===== config.mk =====
export PLATFORM = sky130hd
export DESIGN_NAME = hdb3_vb_insert
export DESIGN_NICKNAME = d
export VERILOG_FILES = /design/src/rtl/hdb3_vb_insert.sv
export SDC_FILE = /design/constraint.sdc
export NUM_CORES = 1
export LEC_CHECK = 0
export BUFFER_PORTS_ARGS = -buffer_cell sky130_fd_sc_hd__clkbuf_2
export CORE_AREA = 2 2 39 41
export DETAILED_ROUTE_END_ITERATION = 8
export DIE_AREA = 0 0 41 43
export GPL_ROUTABILITY_DRIVEN = 0
export PLACE_DENSITY = 0.75
export SLEW_MARGIN = 0
export SYNTH_ARGS = -nofsm -noshare
export SYNTH_HDL_FRONTEND = slang
export SYNTH_SLANG_ARGS = --single-unit

===== constraint.sdc =====
create_clock -name clk -period 2.56 [get_ports clk]
set_clock_uncertainty 0.15 [all_clocks]
set_input_delay 0.512 -clock clk [delete_from_list [all_inputs] [get_ports clk]]
set_output_delay 0.512 -clock clk [all_outputs]
set_load 0.01 [all_outputs]

===== src/rtl/hdb3_vb_insert.sv =====
// hdb3_vb_insert
//   HDB3 substitution stage. Converts a serial NRZ stream into 2-bit codes
//   (00 zero, 01 mark, 10 B, 11 V). A V is placed on the (N+1)th consecutive
//   zero. When an even number of marks has been sent since the last V, the first
//   zero of that run is rewritten as B. The rewrite needs an (N+1)-deep code
//   delay line: the first zero is still in flight when its V is generated.
// Ports
//   clk          rising-edge clock
//   rst_n        asynchronous active-low reset
//   data_en      1 = data_in valid; 0 = every register holds
//   data_in      NRZ input bit
//   data_out_b   substituted code (feeds change_pole.data_in_b)
//   data_out_vld code on data_out_b was derived from real input
module hdb3_vb_insert #(
  parameter int N = 3
) (
  input  logic       clk,
  input  logic       rst_n,
  input  logic       data_en,
  input  logic       data_in,
  output logic [1:0] data_out_b,
  output logic       data_out_vld
);

  localparam int CW = $clog2(N + 1);

  logic [N:0][1:0] code_pipe;
  logic [N:0]      vld_pipe;
  logic [CW-1:0]   zero_cnt;
  logic            par;        // 1 = odd number of marks since last V / reset

  logic [1:0]      new_code;
  logic            run_end;
  logic [CW-1:0]   zero_cnt_nxt;
  logic            par_nxt;

  always_comb begin
    new_code     = 2'b00;
    run_end      = 1'b0;
    zero_cnt_nxt = zero_cnt;
    par_nxt      = par;
    if (data_in) begin
      new_code     = 2'b01;
      zero_cnt_nxt = '0;
      par_nxt      = ~par;
    end else if (zero_cnt == CW'(N)) begin
      new_code     = 2'b11;
      run_end      = 1'b1;
      zero_cnt_nxt = '0;
      par_nxt      = 1'b0;
    end else begin
      zero_cnt_nxt = zero_cnt + 1'b1;
    end
  end

  always_ff @(posedge clk or negedge rst_n) begin
    if (!rst_n) begin
      code_pipe <= '0;
      vld_pipe  <= '0;
      zero_cnt  <= '0;
      par       <= 1'b0;
    end else if (data_en) begin
      code_pipe[0] <= new_code;
      for (int i = 1; i <= N; i++)
        code_pipe[i] <= code_pipe[i-1];
      vld_pipe <= {vld_pipe[N-1:0], 1'b1};
      zero_cnt <= zero_cnt_nxt;
      par      <= par_nxt;
      // On the edge the V enters, stage N-1 holds the first zero of the run;
      // with even parity it lands in the output stage as B instead.
      if (run_end && !par)
        code_pipe[N] <= 2'b10;
    end
  end

  assign data_out_b   = code_pipe[N];
  assign data_out_vld = vld_pipe[N];

endmodule


==> metrics.yaml, run 1 <==
avgRoutedWirePerCell_um: 12.2
synth_compound_area_share_pct: 7.57
clkLatencyLatePin_ns: 0.27
period_share_pct: 57.5
dieArea_mm2: 0.00176
drt_iter0_drc: 7
place_inst: 66
hold_path_class: "reg -> reg"
cp_cell_sequence: "ha_1 > or2_2 > mux2_2"
grt_pass1_wl_um: 1510
ir_drop_mv: 0.285
area_delta_synth_final_pct: 10.0
grt_usage_pct: 13.4
io_pins: 7
synth_seq_area_share_pct: 61.3
path_buf_inv: 0
fp.dieW_um: 41
critPathMaxFanout: 3
dieHeight_um: 43
cp-end-kind: "register"
synthSimpleGateAreaFrac_pct: 10.2
maxCapViolCount: 0
grt_max_degree: 23
required_ns: 2.58
synth_top_family_by_area: "multiplexers"
p_per_area_mw_per_mm2: 680
hold_viol: 0
arrival_ns: 1.49
cp_slowest_cell: "dfrtp_1"
fin_cells: 71
critPathLaunchType: "register"
layout_common_cells: "dfrtp_1 (15), mux2_2 (7), clkbuf_2 (6)"
initial_core_util_pct: 44.2
core_area_mm2: 0.00138
clk_root_buffer_cell: "clkbuf_4"
fillers: 138
clock-sinks: 15
ys_warn_count: 0
min_from: "vld_pipe[0]"
ys_types: 17
crit_path_start: "zero_cnt[0]"
worst_slew_pin_slew_ns: 0.406
clockBufferDepth: 2
yosys.area_share.adder_pct: 2.04
rsz0062_at_grt: "false"
crit_family: "flip-flops"
cts_tree: "yes"
max_stage_delay_ns: 0.41
r2r-start: "zero_cnt[0]"
worst-setup-path-type: "reg -> reg"
nets: 61
fmax_mhz: 679
slew_headroom_pct: 72.9
syn-num-nets: 53
multi_input_area_um2: 200
port_buffers: 6
drc: 0
synth_area_um2: 612
path_clk_slew_ns: 0.08
syn_inst: 48
regArea_um2: 375
syn_avg_cell_area_um2: 12.7
drive_gt1_share_pct: 32.7
grt_pass1_vias: 372
via_per_inst: 4.96
vias: 352
hold-worst-slack_ns: 0.324
row_count: 14
postRouteAntennaNets: 0
ys_ff_latch: 15
maxSlewViolCount: 0
cts-htree-levels: 1
grt_overflow: 0
setup_viol: 0
numCtsBuffers: 3
wl_um: 868
dp_hpwl_um: 617
synth_mux_area_share_pct: 12.9
n_antenna_cell: 0
p_leak_nw: 0.283
yosys.area_share.xor_xnor_pct: 0
antenna_found_initial: 0
layout_commonest_cell: "dfrtp_1"
fin_crit_ns: 1.47
drtPass1Iterations: 4
status: "completed"
tns_ns: 0
[report_power, final]
part	leakage, nW	internal (mW)	switching [mW]
Clock	0.0150	0.0604	0.0703
Sequential	0.173	0.261	0.0129
Combinational	0.0950	0.0275	0.0260
[stage by stage]
step / area, µm² / total power, mW / worst slack (ns) / util [%]
6_report: 673 / 0.458 / 1.09 / 48.6
5_1_grt: 673 / 0.488 / 1.05 / 48.6
4_1_cts: 673 / 0.466 / 1.08 / 48.6
3_5_place_dp: 637 / 0.332 / 1.04 / 46.0
3_3_place_gp: 637 / 0.328 / 1.06 / 46.0
2_1_floorplan: 612 / 0.319 / 1.16 / -
[layer usage]
| metal | routed length (µm) | vias up | global-route usage, % | share of wire (%) |
|---|---|---|---|---|
| li1 | - | 175 | - | - |
| met1 | 392 | 171 | 14.2 | 45 |
| met3 | 25 | 0 | 4.71 | 2.9 |
| met5 | 0 | - | 0 | 0 |
| met4 | 0 | 0 | 10.0 | 0 |
| met2 | 449 | 6 | 20.3 | 52 |
[state kept, by name (all words and copies together), names as in the netlist]
name        cells
zero_cnt        2
data_out_b      2
vld_pipe        4
code_pipe       6
par             1
[final cells by class]
class | count | area share (%)
Timing Repair Buffer | 7 | 5.95
Clock buffer | 4 | 3.90
Sequential cell | 15 | 55.8
Tap cell | 16 | 2.97
Multi-Input combinational cell | 26 | 29.7
Inverter | 3 | 1.67
[repair_timing]
item                      in CTS  in global routing
buffers inserted               0                  0
gates resized for setup        0                  0
hold buffers                   1                  0
hold endpoints to repair      15                  0
[logic make-up after synthesis]
family | after synthesis
AO/OA/AOI/OAI | 8
flip-flops | 15
multiplexers | 7
adder cells (fa/ha/maj) | 1
buffers and inverters | 7
AND/OR/NAND/NOR | 10
[synthesized netlist by cell type]
| master | number | share of area (%) |
|---|---|---|
| dfrtp_1 | 15 | 61 |
| mux2_2 | 7 | 13 |
| o21ai_0 | 4 | 3.3 |
| inv_1 | 3 | 1.8 |
| a31oi_1 | 2 | 2.0 |
| buf_2 | 2 | 1.6 |
| buf_4 | 2 | 2.5 |
| nand2b_1 | 2 | 2.0 |
| nand3b_1 | 2 | 2.5 |
| or2_2 | 2 | 2.0 |
| a21oi_1 | 1 | 0.82 |
| a31o_1 | 1 | 1.4 |
| ha_1 | 1 | 2.0 |
| nand2_1 | 1 | 0.61 |
| nor2_1 | 1 | 0.61 |
| nor2b_1 | 1 | 1.0 |
| or3b_1 | 1 | 1.4 |
[worst paths after layout]
kind	endpoint	slack, ns	depth (start not counted)
max in group asynchronous	code_pipe[5]	1.48	2
hold reg to reg	vld_pipe[0]	0.32	1
setup / recovery	code_pipe[0]	1.09	3
hold / removal	vld_pipe[0]	0.32	1
min in group asynchronous	code_pipe[4]	0.52	2
setup reg to reg	code_pipe[0]	1.09	3
Note: power is estimated with default switching activity, not from simulation.
==> inputs of run 2 (changes only) <==
--- a/config.mk
+++ b/config.mk
@@ -6,11 +6,10 @@
 export NUM_CORES = 1
 export LEC_CHECK = 0
 export BUFFER_PORTS_ARGS = -buffer_cell sky130_fd_sc_hd__clkbuf_2
-export CORE_AREA = 2 2 39 41
+export CORE_UTILIZATION = 47
 export DETAILED_ROUTE_END_ITERATION = 8
-export DIE_AREA = 0 0 41 43
 export GPL_ROUTABILITY_DRIVEN = 0
-export PLACE_DENSITY = 0.75
+export PLACE_DENSITY = 0.79
 export SLEW_MARGIN = 0
 export SYNTH_ARGS = -nofsm -noshare
 export SYNTH_HDL_FRONTEND = slang
==> constraint.sdc (replaced) <==
create_clock -name clk -period 1.33 [get_ports clk]
set_clock_uncertainty 0.15 [all_clocks]
set_input_delay 0.266 -clock clk [delete_from_list [all_inputs] [get_ports clk]]
set_output_delay 0.266 -clock clk [all_outputs]
set_load 0.01 [all_outputs]
==> metrics.yaml, run 2 (synthesis results as in run 1) <==
status: "complete, but fails checks"  # was completed
failed_checks: "setup timing"
port_buffers: 6  # unchanged
required_ns: 1.35  # was 2.58 ns
cts_tree: "yes"  # unchanged
worst-setup-path-type: "reg -> reg"  # unchanged
p_leak_nw: 0.290  # was 0.283 nW
postRouteAntennaNets: 0  # unchanged
worst_slew_pin_slew_ns: 0.367  # was 0.406 ns
timing.rr.end: "data_out_b[0]"  # was code_pipe[0]
dieArea_mm2: 0.00145  # was 0.00176 mm²
clkLatencyLatePin_ns: 0.27  # about the same
maxCapViolCount: 0  # unchanged
top_regs: "code_pipe x6, vld_pipe x4"  # unchanged
cts-htree-levels: 1  # unchanged
grt_overflow: 0  # unchanged
hold-worst-slack_ns: 0.173  # was 0.324 ns
drtPass1Iterations: 2  # was 4
crit_family: "flip-flops"  # unchanged
nets: 63  # was 61
n_antenna_cell: 0  # unchanged
rrSetupSlack_ns: -0.04  # was 1.09 ns
fmax_mhz: 731  # was 679 MHz
min_from: "data_in"  # was vld_pipe[0]
critPathLaunchType: "register"  # unchanged
dieHeight_um: 38.1  # was 43 µm
max_stage_delay_ns: 0.37  # was 0.41 ns
cp_cell_sequence: "ha_2 > or3b_1 > a31o_1"  # was ha_1 > or2_2 > mux2_2
cp-end-kind: "register"  # unchanged
p_per_area_mw_per_mm2: 1290  # was 680 mW/mm²
cts_setup_buffers: 0  # unchanged
min_to: "par"  # was vld_pipe[0]
final_core_util_pct: 59.7  # was 48.6%
layout_common_cells: "dfrtp_1 (15), mux2_2 (7), clkbuf_2 (6)"  # unchanged
cp_slowest_cell: "dfrtp_1"  # unchanged
grt_max_degree: 20  # was 23
ir_drop_mv: 0.685  # was 0.285 mV
path_buf_inv: 0  # unchanged
cts_resized: 0  # unchanged
drive_gt1_share_pct: 36.8  # was 32.7%
setup_viol: 2  # was 0
critPathMaxFanout: 3  # unchanged
grt_pass1_vias: 389  # was 372
clock-sinks: 15  # unchanged
initial_core_util_pct: 52.9  # was 44.2%
io_pins: 7  # unchanged
hold_depth: 3  # was 1
fin_crit_ns: 1.37  # was 1.47 ns
r2r-start: "zero_cnt[0]"  # unchanged
clk_root_buffer_cell: "clkbuf_4"  # unchanged
largest_register: "code_pipe"  # unchanged
row_count: 12  # was 14
area_delta_synth_final_pct: 12.9  # was 10.0%
avgRoutedWirePerCell_um: 11.8  # was 12.2 µm
fp.dieW_um: 38.1  # was 41 µm
core_area_mm2: 0.00116  # was 0.00138 mm²
vias: 359  # was 352
path_clk_slew_ns: 0.08  # about the same
via_per_inst: 5.06  # was 4.96
setup_slack_ns: -0.0385  # was 1.09 ns
rsz0062_at_grt: "true"  # was false
reg2reg_depth: 3  # unchanged
clockBufferDepth: 2  # unchanged
grt_pass1_wl_um: 1580  # was 1510 µm
hold_viol: 0  # unchanged
largest_reg_flops: 6  # unchanged
layout_commonest_cell: "dfrtp_1"  # unchanged
numCtsBuffers: 3  # unchanged
maxSlewViolCount: 0  # unchanged
drt_iter0_drc: 1  # was 7
drc: 0  # unchanged
tns_ns: -0.0473  # was 0 ns
hold_path_class: "in -> reg"  # was reg -> reg
grt_usage_pct: 16.4  # was 13.4%
slew_headroom_pct: 75.5  # was 72.9%
antenna_found_initial: 0  # unchanged
arrival_ns: 1.39  # was 1.49 ns
wl_um: 840  # was 868 µm
period_share_pct: 103  # was 57.5%
[run 2: worst max-delay path by stage]
stage                 from            end  cells past startpoint
4_1_cts        zero_cnt[0]  data_out_b[0]                      3
3_3_place_gp   zero_cnt[1]   code_pipe[0]                      3
6_report       zero_cnt[0]  data_out_b[0]                      3
5_1_grt        zero_cnt[1]  data_out_b[0]                      3
2_1_floorplan  zero_cnt[1]   code_pipe[0]                      3
3_5_place_dp   zero_cnt[0]  data_out_b[0]                      3
[run 2: area by class of cell]
| cell class | instances | area [µm²] |
|---|---|---|
| fillers | 89 | 465 |
| flip-flops and latches | 15 | 375 |
| multi-input cells | 26 | 205 |
| repair buffers | 9 | 55.1 |
| clock buffers | 4 | 26.3 |
| well taps | 14 | 17.5 |
| inverters | 3 | 11.3 |
[run 2: report_power, final]
group / switching, mW / internal [mW]
Sequential: 0.0258 / 0.502
Clock: 0.129 / 0.116
Combinational: 0.0544 / 0.0622
[run 2: repair_timing]
item | CTS | global route
endpoints found under the hold margin | 15 | 0
endpoints found under the setup margin | 2 | 4
hold buffers | 1 | 0
pin swaps | 0 | 1
[run 2: per-stage QoR]
| stage | cell area, µm² | setup WS (ns) | total power [mW] | cells |
|---|---|---|---|---|
| floorplan | 617 | 0.0205 | 0.617 | 48 |
| global route | 691 | -0.0729 | 0.948 | 71 |
| finish | 691 | -0.0385 | 0.889 | 71 |
| global placement | 654 | 0.000721 | 0.646 | 66 |
| detailed placement | 654 | -0.0171 | 0.653 | 66 |
| CTS | 691 | -0.0281 | 0.901 | 71 |
[run 2: worst min-delay path, stage by stage]
cell	delay [ns]
clkbuf_2	0.11
a21oi_1	0.13
a31oi_1	0.05
[run 2: per-layer routing]
metal  vias up  GRT usage, %  wire [µm]
li1        179             -          -
met1       175          21.6        428
met2         5          24.2        378
met3         0          6.98         33
met4         0          5.36          0
met5         -             0          0
==> inputs of run 3 (changes only) <==
--- a/config.mk
+++ b/config.mk
@@ -6,10 +6,12 @@
 export NUM_CORES = 1
 export LEC_CHECK = 0
 export BUFFER_PORTS_ARGS = -buffer_cell sky130_fd_sc_hd__clkbuf_2
+export CORE_MARGIN = 4
 export CORE_UTILIZATION = 47
 export DETAILED_ROUTE_END_ITERATION = 8
 export GPL_ROUTABILITY_DRIVEN = 0
 export PLACE_DENSITY = 0.79
+export REMOVE_ABC_BUFFERS = 1
 export SLEW_MARGIN = 0
 export SYNTH_ARGS = -nofsm -noshare
 export SYNTH_HDL_FRONTEND = slang
==> metrics.yaml, run 3 (synthesis results as in run 1) <==
status: "complete, but fails checks"  # unchanged
failed_checks: "setup timing"  # unchanged
period_share_pct: 103  # about the same
cts-htree-levels: 1  # unchanged
fp.dieW_um: 44.1  # was 38.1 µm
met2_usage_pct: 16.6  # was 24.2%
drtPass1Iterations: 4  # was 2
maxCapViolCount: 0  # unchanged
dieArea_mm2: 0.00194  # was 0.00145 mm²
hold_viol: 0  # unchanged
drc: 0  # unchanged
numCtsBuffers: 3  # unchanged
hold_path_class: "in -> reg"  # unchanged
clkLatencyLatePin_ns: 0.27  # about the same
arrival_ns: 1.39  # about the same
place_inst: 67  # was 66
critPathLaunchType: "register"  # unchanged
cts_tree: "yes"  # unchanged
largest_register: "code_pipe"  # unchanged
initial_core_util_pct: 52.2  # was 52.9%
clock-sinks: 15  # unchanged
drive_gt1_share_pct: 43.3  # was 36.8%
grt_usage_pct: 11.9  # was 16.4%
grt_max_degree: 16  # was 20
worst_slew_pin_slew_ns: 0.364  # was 0.367 ns
setup_slack_ns: -0.0399  # was -0.0385 ns
fin_area_um2: 737  # was 691 µm²
n_antenna_cell: 0  # unchanged
clockBufferDepth: 2  # unchanged
postRouteAntennaNets: 0  # unchanged
p_per_area_mw_per_mm2: 1240  # was 1290 mW/mm²
vias: 361  # was 359
cp-end-kind: "register"  # unchanged
layout_commonest_cell: "dfrtp_1"  # unchanged
io_pins: 7  # unchanged
rsz0062_at_grt: "true"  # unchanged
worst-setup-path-type: "reg -> reg"  # unchanged
grt_overflow: 0  # unchanged
core_area_mm2: 0.00117  # was 0.00116 mm²
area_delta_synth_final_pct: 20.4  # was 12.9%
wl_um: 917  # was 840 µm
largest_reg_flops: 6  # unchanged
fmax_mhz: 730  # was 731 MHz
required_ns: 1.35  # about the same
use_met3_pct: 7.32  # was 6.98%
post-place-ws_ns: -0.0995  # was -0.0171 ns
port_buffers: 6  # unchanged
place_area_um2: 657  # was 654 µm²
nets: 66  # was 63
p_leak_nw: 0.317  # was 0.290 nW
fin_cells: 74  # was 71
final_core_util_pct: 62.9  # was 59.7%
dieHeight_um: 44.1  # was 38.1 µm
avgRoutedWirePerCell_um: 12.4  # was 11.8 µm
layout_common_cells: "dfrtp_1 (15), mux2_2 (6), clkbuf_2 (6)"  # was dfrtp_1 (15), mux2_2 (7), clkbuf_2 (6)
multi_input_area_um2: 225  # was 205 µm²
setup_viol: 3  # was 2
ir_drop_mv: 0.817  # was 0.685 mV
antenna_found_initial: 0  # unchanged
grt.busiest_layer: "met2"  # unchanged
slew_headroom_pct: 75.7  # was 75.5%
grt_use_met1_pct: 15.2  # was 21.6%
maxSlewViolCount: 0  # unchanged
via_per_inst: 4.88  # was 5.06
fin_crit_ns: 1.37  # about the same
clk_root_buffer_cell: "clkbuf_4"  # unchanged
path_clk_slew_ns: 0.08  # about the same
grt_pass1_vias: 347  # was 389
critPathMaxFanout: 3  # unchanged
drt_iter0_drc: 12  # was 1
row_count: 12  # unchanged
fillers: 93  # was 89
regArea_um2: 375  # unchanged
finalPower_uw: 916  # was 889 µW
top_regs: "code_pipe x6, vld_pipe x4"  # unchanged
grt_pass1_wl_um: 1570  # was 1580 µm
[run 3: layout make-up]
type / instances / share of cell area, %
multi-input cells: 26 / 30.6
well taps: 14 / 2.38
flip-flops and latches: 15 / 50.9
repair buffers: 12 / 11.0
clock buffers: 4 / 3.57
inverters: 3 / 1.53
[run 3: worst max-delay path, stage by stage (launching register included)]
cell and delay (ns):
dfrtp_1 0.40, ha_4 0.16, or3b_4 0.38, a31o_1 0.18
[run 3: repair_timing]
item | CTS | global route
cloned | 0 | 0
hold buffers | 1 | 0
resized for setup | 4 | 4
endpoints found under the hold margin | 15 | 0
buffers inserted | 1 | 1
endpoints found under the setup margin | 4 | 5
pin swaps | 2 | 2
[run 3: metal layers]
| metal | wire length (µm) | vias to the layer above |
|---|---|---|
| li1 | - | 186 |
| met1 | 440 | 163 |
| met2 | 395 | 10 |
| met3 | 72 | 2 |
| met4 | 8 | 0 |
| met5 | 0 | - |
[run 3: power breakdown]
part           switching (mW)  total [mW]  internal (mW)
sequential             0.0296       0.531          0.502
clock                   0.125       0.242          0.116
combinational          0.0586       0.143         0.0839
[run 3: per-stage QoR]
step,hold WS (ns),TNS [ns]
final,0.157,-0.0898
after floorplan,-0.180,-0.0769
after CTS,0.146,-0.0478
after detailed placement,0.0396,-0.277
after global routing,0.171,-0.244
after global placement,0.0405,-0.221
[run 3: path summary, 6_finish.rpt]
check,startpoint,end,slack (ns),depth (start not counted)
setup / recovery,zero_cnt[1],data_out_b[0],-0.04,3
hold / removal,data_in,par,0.16,3
setup reg to reg,zero_cnt[1],data_out_b[0],-0.04,3
hold reg to reg,vld_pipe[0],vld_pipe[0],0.31,1
max in group asynchronous,rst_n,vld_pipe[0],0.49,2
min in group asynchronous,rst_n,vld_pipe[3],0.28,2
